### src/rtl/fwd_pkg.sv
// Shared encodings for the forwarding / hazard unit.
// Operand mux selects and stall observer FSM states.
package fwd_pkg;

  localparam logic [1:0] FWD_RF  = 2'b00;
  localparam logic [1:0] FWD_EXM = 2'b10;
  localparam logic [1:0] FWD_MWB = 2'b01;

  typedef enum logic {
    RUN   = 1'b0,
    STALL = 1'b1
  } st_e;

endpackage

### src/rtl/fwd_scoreboard.sv
// Pending-register scoreboard for long-latency ops.
// Completion writes through the register file, so a same-cycle done clears RAW.
module fwd_scoreboard #(
  parameter int REG_AW      = 2,
  parameter int NUM_SRC     = 2,
  parameter int ZERO_REG_EN = 0
) (
  input  logic                      clk,
  input  logic                      rst,
  input  logic                      i_issue,
  input  logic [REG_AW-1:0]         i_issue_dest,
  input  logic                      i_done,
  input  logic [REG_AW-1:0]         i_done_dest,
  input  logic                      i_id_valid,
  input  logic [NUM_SRC*REG_AW-1:0] i_id_src,
  input  logic [NUM_SRC-1:0]        i_id_used,
  input  logic                      i_id_wr,
  input  logic [REG_AW-1:0]         i_id_dest,
  output logic                      o_hazard,
  output logic [2**REG_AW-1:0]      o_pend
);

  localparam int NREG = 2**REG_AW;

  logic [NREG-1:0]   r_pend;
  logic [NREG-1:0]   w_pend_nxt;
  logic [REG_AW-1:0] w_a;
  logic              w_raw;
  logic              w_waw;

  function automatic logic f_exempt(input logic [REG_AW-1:0] a);
    return (ZERO_REG_EN != 0) && (a == '0);
  endfunction

  // next pending set: done clears first, issue sets after so it wins
  always_comb begin
    w_pend_nxt = r_pend;
    if (i_done)
      w_pend_nxt[i_done_dest] = 1'b0;
    if (i_issue)
      w_pend_nxt[i_issue_dest] = 1'b1;
  end

  // pending bit storage
  always_ff @(posedge clk) begin
    if (rst)
      r_pend <= '0;
    else
      r_pend <= w_pend_nxt;
  end

  // RAW on used sources (with done bypass) and WAW on destination
  always_comb begin
    w_raw = 1'b0;
    w_a   = '0;
    for (int i = 0; i < NUM_SRC; i++) begin
      w_a = i_id_src[i*REG_AW +: REG_AW];
      if (i_id_used[i] && r_pend[w_a] &&
          !(i_done && (i_done_dest == w_a)) &&
          !f_exempt(w_a))
        w_raw = 1'b1;
    end
    w_waw = i_id_wr && r_pend[i_id_dest] &&
            !f_exempt(i_id_dest);
  end

  assign o_hazard = i_id_valid && (w_raw || w_waw);
  assign o_pend   = r_pend;

endmodule

### src/rtl/fwd_hazard_ctrl.sv
// Operand forwarding, load-use / scoreboard stall control,
// stall observer FSM with watchdog and saturating stall counter.
module fwd_hazard_ctrl
  import fwd_pkg::*;
#(
  parameter int REG_AW      = 2,
  parameter int NUM_SRC     = 2,
  parameter int ZERO_REG_EN = 0,
  parameter int CNT_W       = 16,
  parameter int STALL_TMO   = 64
) (
  input  logic                      clk,
  input  logic                      rst,
  input  logic                      id_valid,
  input  logic [NUM_SRC*REG_AW-1:0] id_src,
  input  logic [NUM_SRC-1:0]        id_src_used,
  input  logic                      id_reg_write,
  input  logic [REG_AW-1:0]         id_reg_dest,
  input  logic                      ex_valid,
  input  logic [NUM_SRC*REG_AW-1:0] ex_src,
  input  logic                      ex_reg_write,
  input  logic [REG_AW-1:0]         ex_reg_dest,
  input  logic                      ex_is_load,
  input  logic                      exm_reg_write,
  input  logic [REG_AW-1:0]         exm_reg_dest,
  input  logic                      exm_is_load,
  input  logic                      mwb_reg_write,
  input  logic [REG_AW-1:0]         mwb_reg_dest,
  input  logic                      lo_issue,
  input  logic [REG_AW-1:0]         lo_dest,
  input  logic                      lo_done,
  input  logic [REG_AW-1:0]         lo_done_dest,
  output logic [2*NUM_SRC-1:0]      fwd_sel,
  output logic                      stall_id,
  output logic                      bubble_ex,
  output logic [2**REG_AW-1:0]      sb_pend,
  output logic [CNT_W-1:0]          stall_cnt,
  output logic                      stall_timeout
);

  localparam int CW = (STALL_TMO < 2) ? 1 : $clog2(STALL_TMO + 1);
  localparam logic [CW-1:0] TMO_M1 = CW'(STALL_TMO - 1);
  localparam logic [CW-1:0] TMO    = CW'(STALL_TMO);

  logic              w_lu;
  logic              w_sb;
  logic              w_stall;
  logic [REG_AW-1:0] w_ida;
  st_e               r_state;
  st_e               w_state_nxt;
  logic              w_cons_inc;
  logic              w_tmo_hit;
  logic [CW-1:0]     r_cons;
  logic [CNT_W-1:0]  r_stall_cnt;
  logic              r_timeout;

  for (genvar g = 0; g < NUM_SRC; g++) begin : g_fwd
    logic [REG_AW-1:0] w_src;
    logic              w_zero;
    logic              w_exm;
    logic              w_mwb;
    logic [1:0]        w_sel;
    assign w_src  = ex_src[g*REG_AW +: REG_AW];
    assign w_zero = (ZERO_REG_EN != 0) && (w_src == '0);
    assign w_exm  = exm_reg_write && !exm_is_load &&
                    (exm_reg_dest == w_src);
    assign w_mwb  = mwb_reg_write && (mwb_reg_dest == w_src);
    assign w_sel  = (!ex_valid || w_zero) ? FWD_RF  :
                    w_exm                 ? FWD_EXM :
                    w_mwb                 ? FWD_MWB : FWD_RF;
    assign fwd_sel[2*g +: 2] = w_sel;
  end

  // load-use: a used ID source matches the destination of a load in EX
  always_comb begin
    w_lu  = 1'b0;
    w_ida = '0;
    for (int i = 0; i < NUM_SRC; i++) begin
      w_ida = id_src[i*REG_AW +: REG_AW];
      if (id_src_used[i] && (w_ida == ex_reg_dest) &&
          !((ZERO_REG_EN != 0) && (w_ida == '0)))
        w_lu = 1'b1;
    end
    w_lu = w_lu && id_valid && ex_valid &&
           ex_is_load && ex_reg_write;
  end

  fwd_scoreboard #(
    .REG_AW      (REG_AW),
    .NUM_SRC     (NUM_SRC),
    .ZERO_REG_EN (ZERO_REG_EN)
  ) u_sb (
    .clk          (clk),
    .rst          (rst),
    .i_issue      (lo_issue),
    .i_issue_dest (lo_dest),
    .i_done       (lo_done),
    .i_done_dest  (lo_done_dest),
    .i_id_valid   (id_valid),
    .i_id_src     (id_src),
    .i_id_used    (id_src_used),
    .i_id_wr      (id_reg_write),
    .i_id_dest    (id_reg_dest),
    .o_hazard     (w_sb),
    .o_pend       (sb_pend)
  );

  assign w_stall   = !rst && (w_lu || w_sb);
  assign stall_id  = w_stall;
  assign bubble_ex = w_stall;

  // observer FSM state register
  always_ff @(posedge clk) begin
    if (rst)
      r_state <= RUN;
    else
      r_state <= w_state_nxt;
  end

  // observer FSM next state follows the stall line
  always_comb begin
    w_state_nxt = r_state;
    unique case (r_state)
      RUN:     if (w_stall)  w_state_nxt = STALL;
      STALL:   if (!w_stall) w_state_nxt = RUN;
      default: w_state_nxt = RUN;
    endcase
  end

  // observer FSM outputs: count this cycle, detect watchdog threshold
  always_comb begin
    w_cons_inc = (w_state_nxt == STALL);
    w_tmo_hit  = w_cons_inc && (r_cons >= TMO_M1);
  end

  // consecutive stall run length, saturating at the threshold
  always_ff @(posedge clk) begin
    if (rst)
      r_cons <= '0;
    else if (!w_cons_inc)
      r_cons <= '0;
    else if (r_cons != TMO)
      r_cons <= r_cons + 1'b1;
  end

  // sticky watchdog flag
  always_ff @(posedge clk) begin
    if (rst)
      r_timeout <= 1'b0;
    else if (w_tmo_hit)
      r_timeout <= 1'b1;
  end

  // total stall cycles, saturating at all ones
  always_ff @(posedge clk) begin
    if (rst)
      r_stall_cnt <= '0;
    else if (w_stall && (r_stall_cnt != '1))
      r_stall_cnt <= r_stall_cnt + 1'b1;
  end

  assign stall_cnt     = r_stall_cnt;
  assign stall_timeout = r_timeout;

endmodule

### config.mk
export PLATFORM = sky130hd
export DESIGN_NAME = fwd_hazard_ctrl
export DESIGN_NICKNAME = d
export VERILOG_FILES = /design/src/rtl/fwd_pkg.sv /design/src/rtl/fwd_scoreboard.sv /design/src/rtl/fwd_hazard_ctrl.sv
export SDC_FILE = /design/constraint.sdc
export NUM_CORES = 1
export LEC_CHECK = 0
export BUFFER_PORTS_ARGS = -buffer_cell sky130_fd_sc_hd__buf_4
export CORE_MARGIN = 10
export CORE_UTILIZATION = 49
export DETAILED_ROUTE_END_ITERATION = 8
export PLACE_DENSITY = 0.79
export SETUP_SLACK_MARGIN = 0.4
export SYNTH_ARGS = -nofsm -noshare
export SYNTH_HDL_FRONTEND = slang
export SYNTH_SLANG_ARGS = --single-unit
### constraint.sdc
create_clock -name clk -period 2.2 [get_ports clk]
set_input_delay 0.11 -clock clk [delete_from_list [all_inputs] [get_ports clk]]
set_output_delay 0.11 -clock clk [all_outputs]
set_load 0.1 [all_outputs]
=== Word-level counts from Yosys, hierarchy flattened ===
Index checks and enable logic that the tools add are counted.
W data, S select, Z words.

* Bits of input ports: 34
* Register bits: 28
* Word-level logic and storage cells: 82

* Order comparisons: 8
* Equal/unequal tests: 10
* Bitwise gates (word level): 4
* Add/subtract/negate cells: 2
* Mux-type cells: 23
* Reduce and logical (&&, ||, !) cells: 31

{| class="wikitable"
|+ Operators by type and width
! kind !! count
|-
| $logic_and A1 B1 Y1 || 24
|-
| $add A16 B1 Y16 const B || 1
|-
| $eq A2 B2 Y1 || 8
|-
| $ne A16 B16 Y1 const B || 1
|-
| $lt A2 B3 Y1 const B || 5
|-
| $mux W1 || 12
|-
| $mux W2 || 4
|-
| $mux W4 || 2
|-
| $add A7 B1 Y7 const B || 1
|-
| $ge A7 B6 Y1 const B || 1
|-
| $ne A7 B7 Y1 const B || 1
|-
| $bmux W1 S2 || 3
|-
| $and A4 B4 Y4 || 1
|-
| $demux W1 S2 || 2
|-
| $ge A2 B1 Y1 const B || 2
|-
| $logic_not A1 Y1 || 4
|-
| $not A4 Y4 || 1
|-
| $or A4 B4 Y4 || 1
|-
| $logic_or A1 B1 Y1 || 2
|-
| $reduce_or A2 Y1 || 1
|-
| $not A1 Y1 || 1
|}

=== Longest topological paths before layout ===
Gate-level depths: netlist (run 1).

* Depth after elaboration: 13
* Depth in mapped cells: 9
* Gate-level depth less buffers: 7

=== Hierarchy ===
A second synthesis (run 1) with hierarchy kept.

* Cells, all modules: 195
* Area total of the unflattened synthesis: 1705.4 um^2

{| class="wikitable"
|+ Modules (own cells, without submodules)
! module !! times used !! cells each !! seq. area each (um^2) !! area each (um^2)
|-
| fwd_hazard_ctrl || 1 || 163 || 480.5 || 1400.1
|-
| fwd_scoreboard || 1 || 32 || 80.1 || 305.3
|}

=== Worst setup path after synthesis (run 1) ===
No wires, ideal clock.

* Kind: input port to output port
* Start point: input port exm_reg_dest[0]
* End point: output port fwd_sel[2]
* Cell stages on the path: 3
* Arrival time: 3.259 ns
* Slack: -1.169 ns
* Path through: xor2_1 > nor3_1 > nor4_1

* Word-level cells in the longest chain between the ends: 4

{| class="wikitable"
|+ Ends and longest elaborated chain
! item !! RTL line !! RTL
|-
| from (decl) || fwd_hazard_ctrl.sv:25 || <nowiki>input logic [REG_AW-1:0] exm_reg_dest,</nowiki>
|-
| $eq A2 B2 Y1 || fwd_hazard_ctrl.sv:66 || <nowiki>(exm_reg_dest == w_src);</nowiki>
|-
| $logic_and A1 B1 Y1 || fwd_hazard_ctrl.sv:65 || <nowiki>assign w_exm = exm_reg_write && !exm_is_load &&</nowiki>
|-
| $mux W2 || fwd_hazard_ctrl.sv:69 || <nowiki>w_exm ? FWD_EXM :</nowiki>
|-
| $mux W2 || fwd_hazard_ctrl.sv:68 || <nowiki>assign w_sel = (!ex_valid || w_zero) ? FWD_RF :</nowiki>
|-
| to (decl) || fwd_hazard_ctrl.sv:33 || <nowiki>output logic [2*NUM_SRC-1:0] fwd_sel,</nowiki>
|}

No other way between the ends.

=== Worst setup path after layout (run 1) ===
* Start point: register u_sb.r_pend[1] (netlist: u_sb.o_pend[1])
* End point: register r_stall_cnt[5] (netlist: stall_cnt[5])

* Word-level cells in the longest chain between the ends: 11
* Elaborated cells between the ends (all ways): 18

{| class="wikitable"
|+ Ends and longest elaborated chain
! item !! RTL line !! RTL
|-
| from (decl) || fwd_scoreboard.sv:25 || <nowiki>logic [NREG-1:0] r_pend;</nowiki>
|-
| from (signal assigned) || fwd_scoreboard.sv:49 || <nowiki>r_pend <= w_pend_nxt;</nowiki>
|-
| $bmux W1 S2 || fwd_scoreboard.sv:58 || <nowiki>if (i_id_used[i] && r_pend[w_a] &&</nowiki>
|-
| $mux W1 (not written as such) || fwd_scoreboard.sv:58 ||
|-
| $logic_and A1 B1 Y1 (2 in a row) || fwd_scoreboard.sv:58 ||
|-
| $mux W1 (2 in a row) || fwd_scoreboard.sv:58 ||
|-
| $logic_or A1 B1 Y1 (*) || fwd_scoreboard.sv:67 || <nowiki>assign o_hazard = i_id_valid && (w_raw || w_waw);</nowiki>
|-
| $logic_and A1 B1 Y1 (*) || fwd_scoreboard.sv:67 ||
|-
| $logic_or A1 B1 Y1 (*) || fwd_hazard_ctrl.sv:108 || <nowiki>assign w_stall = !rst && (w_lu || w_sb);</nowiki>
|-
| $logic_and A1 B1 Y1 (*) || fwd_hazard_ctrl.sv:108 ||
|-
| $logic_and A1 B1 Y1 (*) || fwd_hazard_ctrl.sv:158 || <nowiki>else if (w_stall && (r_stall_cnt != '1))</nowiki>
|-
| to (signal assigned) || fwd_hazard_ctrl.sv:159 || <nowiki>r_stall_cnt <= r_stall_cnt + 1'b1;</nowiki>
|-
| to (decl) || fwd_hazard_ctrl.sv:54 || <nowiki>logic [CNT_W-1:0] r_stall_cnt;</nowiki>
|}

Mark *: on every way between the ends. The rest lies on a longest branch, timed or not. The select of a mux whose other input is x is not followed.
A chain may end at the register's enable or synchronous reset.

==> run_results.csv, run 1 <==
group,metric,value,unit
clock_tree,numCtsBuffers,3,
finish,final_cell_area,2700,um^2
critical_path,cp-start-kind,"flip-flop",
synth,syn_nets,228,
synth,yosys_warnings,0,
pwr,total_power,1.13,mW
route,final_antenna_net_count,0,
sta,tns,0,ns
pwr,worst_ir_drop_vdd,499,uV
place,port_buffers,60,
die,ios,61,
finish,finalNonFillerCells,311,
clock_tree,cts-root-buf,"clkbuf_4",
synth,synth_area_leader_cell,"dfxtp_1",
clock_tree,h-tree-depth,1,
synth,synth_edf_count,0,
clock_tree,tritoncts,"built",
critical_path,cp_data_required_time,2.49,ns
route,dr.pass1.iters,4,
synth,synth_flop_cell,"dfxtp_1",
synth,yosysSeqAreaShare,33.1,%
sta,post-route-min-period,2.18,ns
sta,post-route-period-util,98.9,%
hold_path,hp-class,"input pin to flip-flop",
synth,netlist_area,1690,um^2
critical_path,critPathArrivalTime,2.46,ns
sta,setup_viol,0,
route,routed_wl,5.38,mm
synth,ys_seq_elements,28,
sta,finalMaxSlewViolations,0,
global_routing,grt_max_degree,17,
flow_run,cap_viol_max_count,0,
die,die_area,6210,um^2
route,wl_per_cell,17.3,um
sta,fin_skew,0.00390,ns
clock_tree,cts_buffer_depth,2,
route,initialDrtViolationCount,116,
clock_tree,hold_buffers,0,
die,die_height,78.8,um
global_routing,grt_pass1_vias,1573,
route,drc,0,
place,placed_cell_area,2340,um^2
synth,async_flop_share,0,%
place,hpwl,3.53,mm
synth,syn-instance-count,191,
critical_path,cp-end-kind,"flip-flop",
finish,antenna_cells,0,
synth,synthDistinctLibCells,45,
clock_tree,clk_pin_slew,0.15,ns
run_status,status,"completed",
global_routing,grt_pass1_wl,7.73,mm
route,viasPerCell,5.66,
critical_path,cp_max_fo,16,
place,dp.cells,292,
sta,worst-slew-pin-transition,0.424,ns
sta,rsz0062_at_grt,"yes",
finish,final_nets,303,
clock_tree,cts.sinks,28,
synth,synth.avg_cell_area,8.86,um^2
die,core-area,3340,um^2
finish,areaGrowthSynthToFinish,59.6,%
clock_tree,clkLatencyLatePin,0.34,ns
sta,slew-limit-headroom,71.4,%
global_routing,globalRouteOverflowTotal,0,
sta,max_freq,0.460,GHz
place,place_congestion,0.874,
finish,fillerInstances,213,
critical_path,crit_type,"flip-flop to flip-flop",
die,start_util,50.7,%
route,dr_total_vias,1760,
global_routing,grt_usage,14.8,%
sta,report.final.hold_viol_count,0,
die,rows,21,
finish,drive_gt1_share,52.8,%
pwr,power.density,418,nW/um^2
global_routing,antenna_found_initial,0,
die,die_w,78.8,um
synth,synth_area_leaders,"dfxtp_1 (33%), xor2_1 (7.8%), nand3_1 (4.4%), xnor2_1 (4.1%), a21oi_1 (3.5%)",
synth,yosysTopAreaCellShare,33.1,%
pwr,leakage,1.01,nW
## layout make-up
type | count | area [um^2] | area share (%)
Clock buffer | 3 | 22.5 | 0.834
Clock inverter | 1 | 30.0 | 1.11
Inverter | 8 | 33.8 | 1.25
Multi-Input combinational cell | 147 | 1250 | 46.5
Sequential cell | 28 | 621 | 23.0
Tap cell | 46 | 57.6 | 2.13
Timing Repair Buffer | 78 | 682 | 25.2
## cell usage in the layout (no fill, tap or decap), types with 2 or more instances in the layout
master / Yosys / routed
mux4_2: 2 / 3
buf_6: 2 / 3
and2_1: 2 / 2
nand3_2: 0 / 2
a21oi_1: 12 / 10
buf_8: 0 / 2
ha_1: 3 / 2
dfxtp_1: 28 / 6
xor2_1: 15 / 15
or2_2: 3 / 2
or3_1: 2 / 2
buf_4: 2 / 68
nor3_1: 2 / 2
dfxtp_4: 0 / 13
o311ai_4: 0 / 3
nand2_1: 8 / 8
and3_4: 0 / 2
and4_1: 3 / 2
nand3b_1: 2 / 2
nor2_1: 15 / 12
or4_1: 2 / 2
inv_1: 8 / 7
o311ai_2: 0 / 3
buf_12: 0 / 4
nand3_1: 15 / 13
nor2_4: 0 / 3
clkbuf_4: 0 / 3
o21ai_0: 3 / 3
xnor2_1: 8 / 8
and3_1: 4 / 2
dfxtp_2: 0 / 9
a21oi_2: 0 / 2
nand4_1: 3 / 3
nor2b_1: 3 / 3
mux2i_1: 2 / 2
or4_2: 4 / 3
o31ai_1: 6 / 6
o41ai_1: 5 / 5
## report_power, final
| group | switching [mW] | total, mW | internal [mW] |
|---|---|---|---|
| registers | 0.00634 | 0.508 | 0.501 |
| logic | 0.158 | 0.276 | 0.117 |
| clock network | 0.160 | 0.345 | 0.185 |
## Yosys cell counts, drive strengths merged (4+ instances only)
cell,count
xnor2,8
dfxtp,28
nor2,15
nand3,15
o311ai,7
inv,8
nand2,8
xor2,15
a21oi,12
or4,6
o41ai,5
buf,5
and3,4
o31ai,6
## flip-flops by register name, summed over array words and instances (netlist names)
name,count
stall_cnt,16
r_cons,7
u_sb.o_pend,4
stall_timeout,1
## through the flow
step	setup WS [ns]	hold slack, ns	util [%]
finish	0.0239	0.0412	81.0
floorplan	-0.267	0.259	-
global route	-0.0267	0.0389	81.0
global placement	0.242	0.395	70.3
detailed placement	0.215	0.396	70.3
CTS	0.0426	0.0431	76.2
## worst max-delay path, cell delays in order (launching register included)
cell and delay (ns):
dfxtp_4 0.39, mux4_2 0.26, o311ai_4 0.09, a21boi_2 0.22, nor3_4 0.07, buf_4 0.17
buf_16 0.15, or4_2 0.65, a21oi_1 0.13
## cell families after synthesis
group | Yosys count | synth area share [%]
AND/OR/NAND/NOR | 75 | 25.0
flip-flops | 28 | 33.1
multiplexers | 6 | 6.06
adder cells (fa/ha/maj) | 3 | 2.22
XOR/XNOR | 23 | 11.9
AO/OA/AOI/OAI | 40 | 16.8
buffers and inverters | 16 | 4.95
## routing by layer
metal	routed length [um]	track usage, %	vias to the layer above
met4	118	3.05	0
met5	0	0	-
met3	297	4.39	10
met1	2230	18.1	843
met2	2730	25.2	44
li1	-	-	863
## worst paths after layout
check	startpoint	to	slack (ns)	cells after the start
worst max-delay path	u_sb.o_pend[1]$_SDFF_PP0_	stall_cnt[5]$_SDFFE_PP0P_	0.02	8
worst min register to register	stall_timeout$_SDFFE_PP0P_	stall_timeout$_SDFFE_PP0P_	0.50	1
worst min-delay path	lo_issue	u_sb.o_pend[2]$_SDFF_PP0_	0.04	3
worst max register to register	u_sb.o_pend[1]$_SDFF_PP0_	stall_cnt[5]$_SDFFE_PP0P_	0.02	8
## what timing repair did
item	4_1_cts	5_1_grt
endpoints found under the setup margin	22	21
cloned	1	0
pin swaps	6	4
buffers inserted	7	7
gates resized for setup	21	19
Power figures use the tool's default switching activity.
==> inputs of run 2 (changes only) <==
--- a/config.mk
+++ b/config.mk
@@ -7,8 +7,9 @@
 export LEC_CHECK = 0
 export BUFFER_PORTS_ARGS = -buffer_cell sky130_fd_sc_hd__buf_4
-export CORE_MARGIN = 10
-export CORE_UTILIZATION = 49
+export CELL_PAD_IN_SITES_DETAIL_PLACEMENT = 0
+export CELL_PAD_IN_SITES_GLOBAL_PLACEMENT = 1
+export CORE_UTILIZATION = 36
 export DETAILED_ROUTE_END_ITERATION = 8
-export PLACE_DENSITY = 0.79
+export PLACE_DENSITY_LB_ADDON = 0.1
 export SETUP_SLACK_MARGIN = 0.4
 export SYNTH_ARGS = -nofsm -noshare
==> constraint.sdc (replaced) <==
create_clock -name clk -period 2.2 [get_ports clk]
set_input_delay 0.33 -clock clk [delete_from_list [all_inputs] [get_ports clk]]
set_output_delay 0.33 -clock clk [all_outputs]
set_load 0.1 [all_outputs]
==> run 2 against run 1 <==
Effect of this change:
- the flow now finishes with violations (DRC, setup timing)
- clock-buffer cell count rose by 1
- die area fell by 20%
- core utilization fell by 23 points
- routed wire length fell by 19%
- global-route usage rose by 2.3 points
- total power fell by 3.9%
- via count fell by 3.9%
- largest power group unchanged
==> run_results.csv, run 2 (synthesized netlist as in run 1, its figures left out) <==
group,metric,value,unit
place,dp.cells,301,
die,rows,24,
finish,final_nets,297,
route,initialDrtViolationCount,46,
critical_path,path_cells,"mux4_2, o311ai_4, a21boi_2, nor3_4, clkinvlp_4, buf_12",
finish,post-route-util,58.3,%
sta,finalMaxSlewViolations,0,
critical_path,reg2reg_depth,8,
finish,finalNonFillerCells,311,
run_status,status,"finished, violations left",
hold_path,hp-class,"input pin to flip-flop",
sta,rsz0062_at_grt,"yes",
clock_tree,cts_buffer_depth,2,
sta,post-route-period-util,102,%
clock_tree,clkLatencyLatePin,0.27,ns
route,routed_wl,4.38,mm
place,place_congestion,0.709,
finish,final_common_cell,"buf_4",
clock_tree,cts.sinks,28,
global_routing,antenna_found_initial,0,
pwr,leakage,0.963,nW
route,wl_per_cell,14.1,um
sta,max_freq,0.446,GHz
critical_path,cp-start-kind,"flip-flop",
sta,fin_ws,-0.0417,ns
critical_path,critPathArrivalTime,1.91,ns
run_status,violations,"DRC, setup timing",
critical_path,cp_data_required_time,1.87,ns
finish,drive_gt1_share,52.5,%
critical_path,critical_path_depth,6,
route,final_antenna_net_count,0,
place,hpwl,3.11,mm
critical_path,cp-end-kind,"output pin",
critical_path,cp_top_family,"multiplexers",
route,dr_total_vias,1692,
critical_path,r2r-end,"stall_cnt[1]$_SDFFE_PP0P_",
global_routing,grt_max_degree,22,
sta,report.final.hold_viol_count,0,
global_routing,grt_usage,17.2,%
critical_path,critPathSlowestCell,"mux4_2",
place,post-place-ws,-0.0179,ns
finish,layout_common_cells,"buf_4 (67), xor2_1 (15), nor2_1 (14), nand3_1 (13), dfxtp_4 (13)",
sta,setup_viol,2,
die,die_height,70.6,um
hold_path,min_to,"u_sb.o_pend[1]$_SDFF_PP0_",
critical_path,reg2reg_from,"u_sb.o_pend[3]$_SDFF_PP0_",
pwr,power.density,418,nW/um^2
die,core-area,4440,um^2
die,start_util,38.1,%
sta,post-route-min-period,2.24,ns
pwr,worst_ir_drop_vdd,376,uV
die,ios,61,
clock_tree,clk_pin_slew,0.09,ns
global_routing,grt_pass1_wl,7.10,mm
hold_path,min_from,"lo_dest[0]",
critical_path,crit_type,"flip-flop to output pin",
critical_path,cpPeakStageDelay,0.50,ns
sta,slew-limit-headroom,69.8,%
finish,areaGrowthSynthToFinish,53.1,%
sta,fin_skew,0.00845,ns
finish,largest_reg_flops,16,
route,drc,10,
critical_path,cp_max_fo,5,
clock_tree,h-tree-depth,1,
flow_run,cap_viol_max_count,0,
place,port_buffers,60,
die,die_w,70.6,um
global_routing,grt_pass1_vias,1566,
critical_path,reg2reg_slack,0.16,ns
clock_tree,cts-root-buf,"clkbuf_8",
die,die_area,4980,um^2
hold_path,hold_depth,3,
finish,antenna_cells,0,
route,viasPerCell,5.44,
global_routing,globalRouteOverflowTotal,0,
clock_tree,numCtsBuffers,3,
sta,worst-slew-pin-transition,0.452,ns
clock_tree,tritoncts,"built",
route,dr.pass1.iters,6,
critical_path,path_buf_inv,2,
==> run 2: how the worst max path moves through the flow <==
stage,startpoint,end,slack (ns)
final,u_sb.o_pend[3]$_SDFF_PP0_,bubble_ex,-0.04
after global routing,u_sb.o_pend[3]$_SDFF_PP0_,bubble_ex,-0.14
after CTS,u_sb.o_pend[3]$_SDFF_PP0_,stall_id,-0.07
after detailed placement,id_src[2],bubble_ex,-0.02
after global placement,id_src[2],stall_id,0.01
after floorplan,u_sb.o_pend[3]$_SDFF_PP0_,stall_id,-0.48
==> run 2: power breakdown <==
group	internal, mW	total (mW)	switching (mW)	leakage (nW)
sequential	0.501	0.511	0.00973	0.240
clock	0.160	0.318	0.158	0.0288
combinational	0.107	0.256	0.149	0.694
total	0.768	1.08	0.317	0.963
==> run 2: layer usage <==
metal | GRT usage (%) | share of wire (%) | vias to the layer above
met1 | 22.0 | 44 | 790
met5 | 0 | 0 | -
met4 | 3.11 | 0.82 | 0
met3 | 3.70 | 4.8 | 6
li1 | - | - | 855
met2 | 30.2 | 51 | 41
==> run 2: final cells by class <==
cell class | count | area [um^2]
Clock buffer | 4 | 55.1
Fill cell | 409 | 1850
Inverter | 8 | 33.8
Multi-Input combinational cell | 148 | 1240
Sequential cell | 28 | 619
Tap cell | 52 | 65.1
Timing Repair Buffer | 71 | 574
==> run 2: timing repair <==
action | 4_1_cts | 5_1_grt
cloned | 0 | 1
setup buffers | 4 | 1
resized for setup | 15 | 17
setup endpoints to repair | 27 | 26
hold buffers | 0 | 0
pin swaps | 6 | 4
==> run 2: tightest hold or removal path: stages <==
cell      delay, ns
buf_4          0.12
nand3b_1       0.07
a21oi_1        0.05
==> run 2: stage by stage <==
stage	hold slack [ns]	setup TNS (ns)	power (mW)	instance area, um^2
floorplan	0.479	-1.29	0.667	1880
CTS	0.325	-0.143	1.10	2510
global placement	0.460	0	0.756	2370
detailed placement	0.467	-0.0464	0.758	2370
global route	0.344	-0.276	1.14	2590
finish	0.339	-0.0828	1.08	2590
==> inputs of run 3 (changes only) <==
CORE_UTILIZATION = 32   (was 36)
clock period = 1.9 ns   (was 2.2 ns; I/O delays follow)
==> run 3 against run 2 <==
Effect of this change:
- the run ends with setup timing left
- final cell count rose by 11%
- total power rose by 29%
- combinational power rose by 31%
- largest power group unchanged
- register-to-register slack got worse by 0.35 ns
- critical path depth fell by 1
- core utilization fell by 2.8 points
- first-iteration DRC count fell by 35%
- sequential share of layout area fell by 2.1 points
- cell area rose by 9.4%
- die area rose by 12%
- via count rose by 2.1%
==> run_results.csv, run 3 (synthesized netlist as in run 1, its figures left out) <==
group,metric,value,unit
pwr,power.density,493,nW/um^2
hold_path,hold_depth,3,
clock_tree,cts.sinks,28,
place,placed_cell_area,2540,um^2
route,drc,0,
sta,report.final.hold_viol_count,0,
finish,multi_input_area,1270,um^2
die,die_w,74.7,um
critical_path,cp_data_required_time,1.62,ns
finish,drive_gt1_share,57.1,%
sta,worst-slew-pin-transition,0.380,ns
finish,final_nets,313,
critical_path,reg2reg_from,"u_sb.o_pend[1]$_SDFF_PP0_",
finish,final_common_cell,"buf_4",
hold_path,hp-class,"input pin to flip-flop",
sta,finalMaxSlewViolations,0,
run_status,status,"finished, violations left",
clock_tree,hold_buffers,0,
finish,largest_reg_flops,16,
clock_tree,cts_buffer_depth,2,
flow_run,cap_viol_max_count,0,
critical_path,cp-end-kind,"output pin",
critical_path,r2r-end,"stall_cnt[6]$_SDFFE_PP0P_",
die,die_height,74.7,um
finish,final_cell_area,2840,um^2
route,routed_wl,4.66,mm
route,initialDrtViolationCount,30,
sta,fin_ws,-0.301,ns
clock_tree,numCtsBuffers,3,
pwr,leakage,1.09,nW
global_routing,grt_pass1_wl,7.13,mm
global_routing,antenna_found_initial,0,
sta,post-route-min-period,2.20,ns
finish,antenna_cells,0,
critical_path,reg2reg_depth,8,
die,rows,26,
finish,layout_common_cells,"buf_4 (75), nor2_1 (14), nand3_1 (13), dfxtp_4 (13), xor2_1 (9)",
pwr,worst_ir_drop_vdd,513,uV
finish,areaGrowthSynthToFinish,67.5,%
sta,post-route-period-util,116,%
clock_tree,tritoncts,"built",
sta,max_freq,0.454,GHz
global_routing,grt_util_met3,3.21,%
critical_path,reg2reg_slack,-0.19,ns
hold_path,min_to,"u_sb.o_pend[2]$_SDFF_PP0_",
global_routing,grt_usage,16.6,%
place,hpwl,3.42,mm
finish,regArea,618,um^2
die,start_util,33.1,%
sta,rsz0062_at_grt,"yes",
clock_tree,clkLatencyLatePin,0.28,ns
finish,fillerInstances,490,
place,post-place-ws,-0.235,ns
global_routing,use_met1,23.8,%
die,die_area,5590,um^2
die,ios,61,
hold_path,min_from,"lo_issue",
critical_path,cp_max_fo,4,
sta,whs,0.284,ns
global_routing,grt_max_degree,17,
sta,setup_viol,17,
die,core-area,5110,um^2
global_routing,grt.busiest_layer,"met2",
run_status,violations,"setup timing",
critical_path,critPathArrivalTime,1.92,ns
route,final_antenna_net_count,0,
global_routing,globalRouteOverflowTotal,0,
route,dr.pass1.iters,4,
global_routing,grt_pass1_vias,1498,
clock_tree,cts-root-buf,"clkbuf_8",
sta,tns,-1.39,ns
clock_tree,h-tree-depth,1,
critical_path,cp-start-kind,"flip-flop",
clock_tree,clk_pin_slew,0.10,ns
route,viasPerCell,5.01,
route,wl_per_cell,13.5,um
sta,fin_skew,0.00363,ns
place,place_congestion,0.738,
global_routing,grt_use_met2,27.0,%
critical_path,crit_type,"flip-flop to output pin",
route,dr_total_vias,1727,
sta,slew-limit-headroom,74.3,%
place,port_buffers,60,
[run 3: power by group]
part	switching [mW]	leakage, nW	internal (mW)	total (mW)
registers	0.00678	0.240	0.580	0.586
logic	0.186	0.816	0.149	0.335
clock network	0.194	0.0357	0.282	0.476
[run 3: how the worst max path moves through the flow]
stage / end / from / cells past startpoint / slack [ns]
after global placement: stall_cnt[10]$_SDFFE_PP0P_ / id_src[2] / 8 / -0.21
final: stall_id / u_sb.o_pend[3]$_SDFF_PP0_ / 5 / -0.30
after global routing: stall_id / u_sb.o_pend[3]$_SDFF_PP0_ / 6 / -0.37
after CTS: stall_id / u_sb.o_pend[3]$_SDFF_PP0_ / 5 / -0.31
after detailed placement: stall_cnt[8]$_SDFFE_PP0P_ / id_src[2] / 9 / -0.24
after floorplan: stall_id / u_sb.o_pend[3]$_SDFF_PP0_ / 7 / -0.73
[run 3: final cells by class]
cell class / count / area share (%)
Inverter: 8 / 1.19
Clock buffer: 3 / 1.46
Sequential cell: 28 / 21.8
Timing Repair Buffer: 88 / 26.7
Tap cell: 70 / 3.09
Multi-Input combinational cell: 147 / 44.7
Clock inverter: 1 / 1.06
[run 3: stage by stage]
stage | power, mW | std cells | utilization [%]
2_1_floorplan | 0.772 | 191 | -
5_1_grt | 1.46 | 345 | 55.5
6_report | 1.40 | 345 | 55.5
4_1_cts | 1.40 | 344 | 53.4
3_3_place_gp | 0.896 | 338 | 49.7
3_5_place_dp | 0.897 | 338 | 49.7
[run 3: routing by layer]
metal / share of wire, % / vias to the layer above
met2: 51 / 32
met5: 0 / -
met3: 2.8 / 2
li1: - / 880
met4: 0.21 / 0
met1: 46 / 813
[run 3: what timing repair did]
item / 4_1_cts / 5_1_grt
setup buffers: 2 / 1
resized for setup: 23 / 24
endpoints found under the setup margin: 30 / 29
pin swaps: 11 / 10
cloned: 0 / 0
[run 3: worst max-delay path, stage by stage, from the launching register on]
cell	delay [ns]
dfxtp_4	0.36
mux4_2	0.46
and4_4	0.17
nor3_4	0.23
clkinvlp_4	0.21
buf_12	0.21
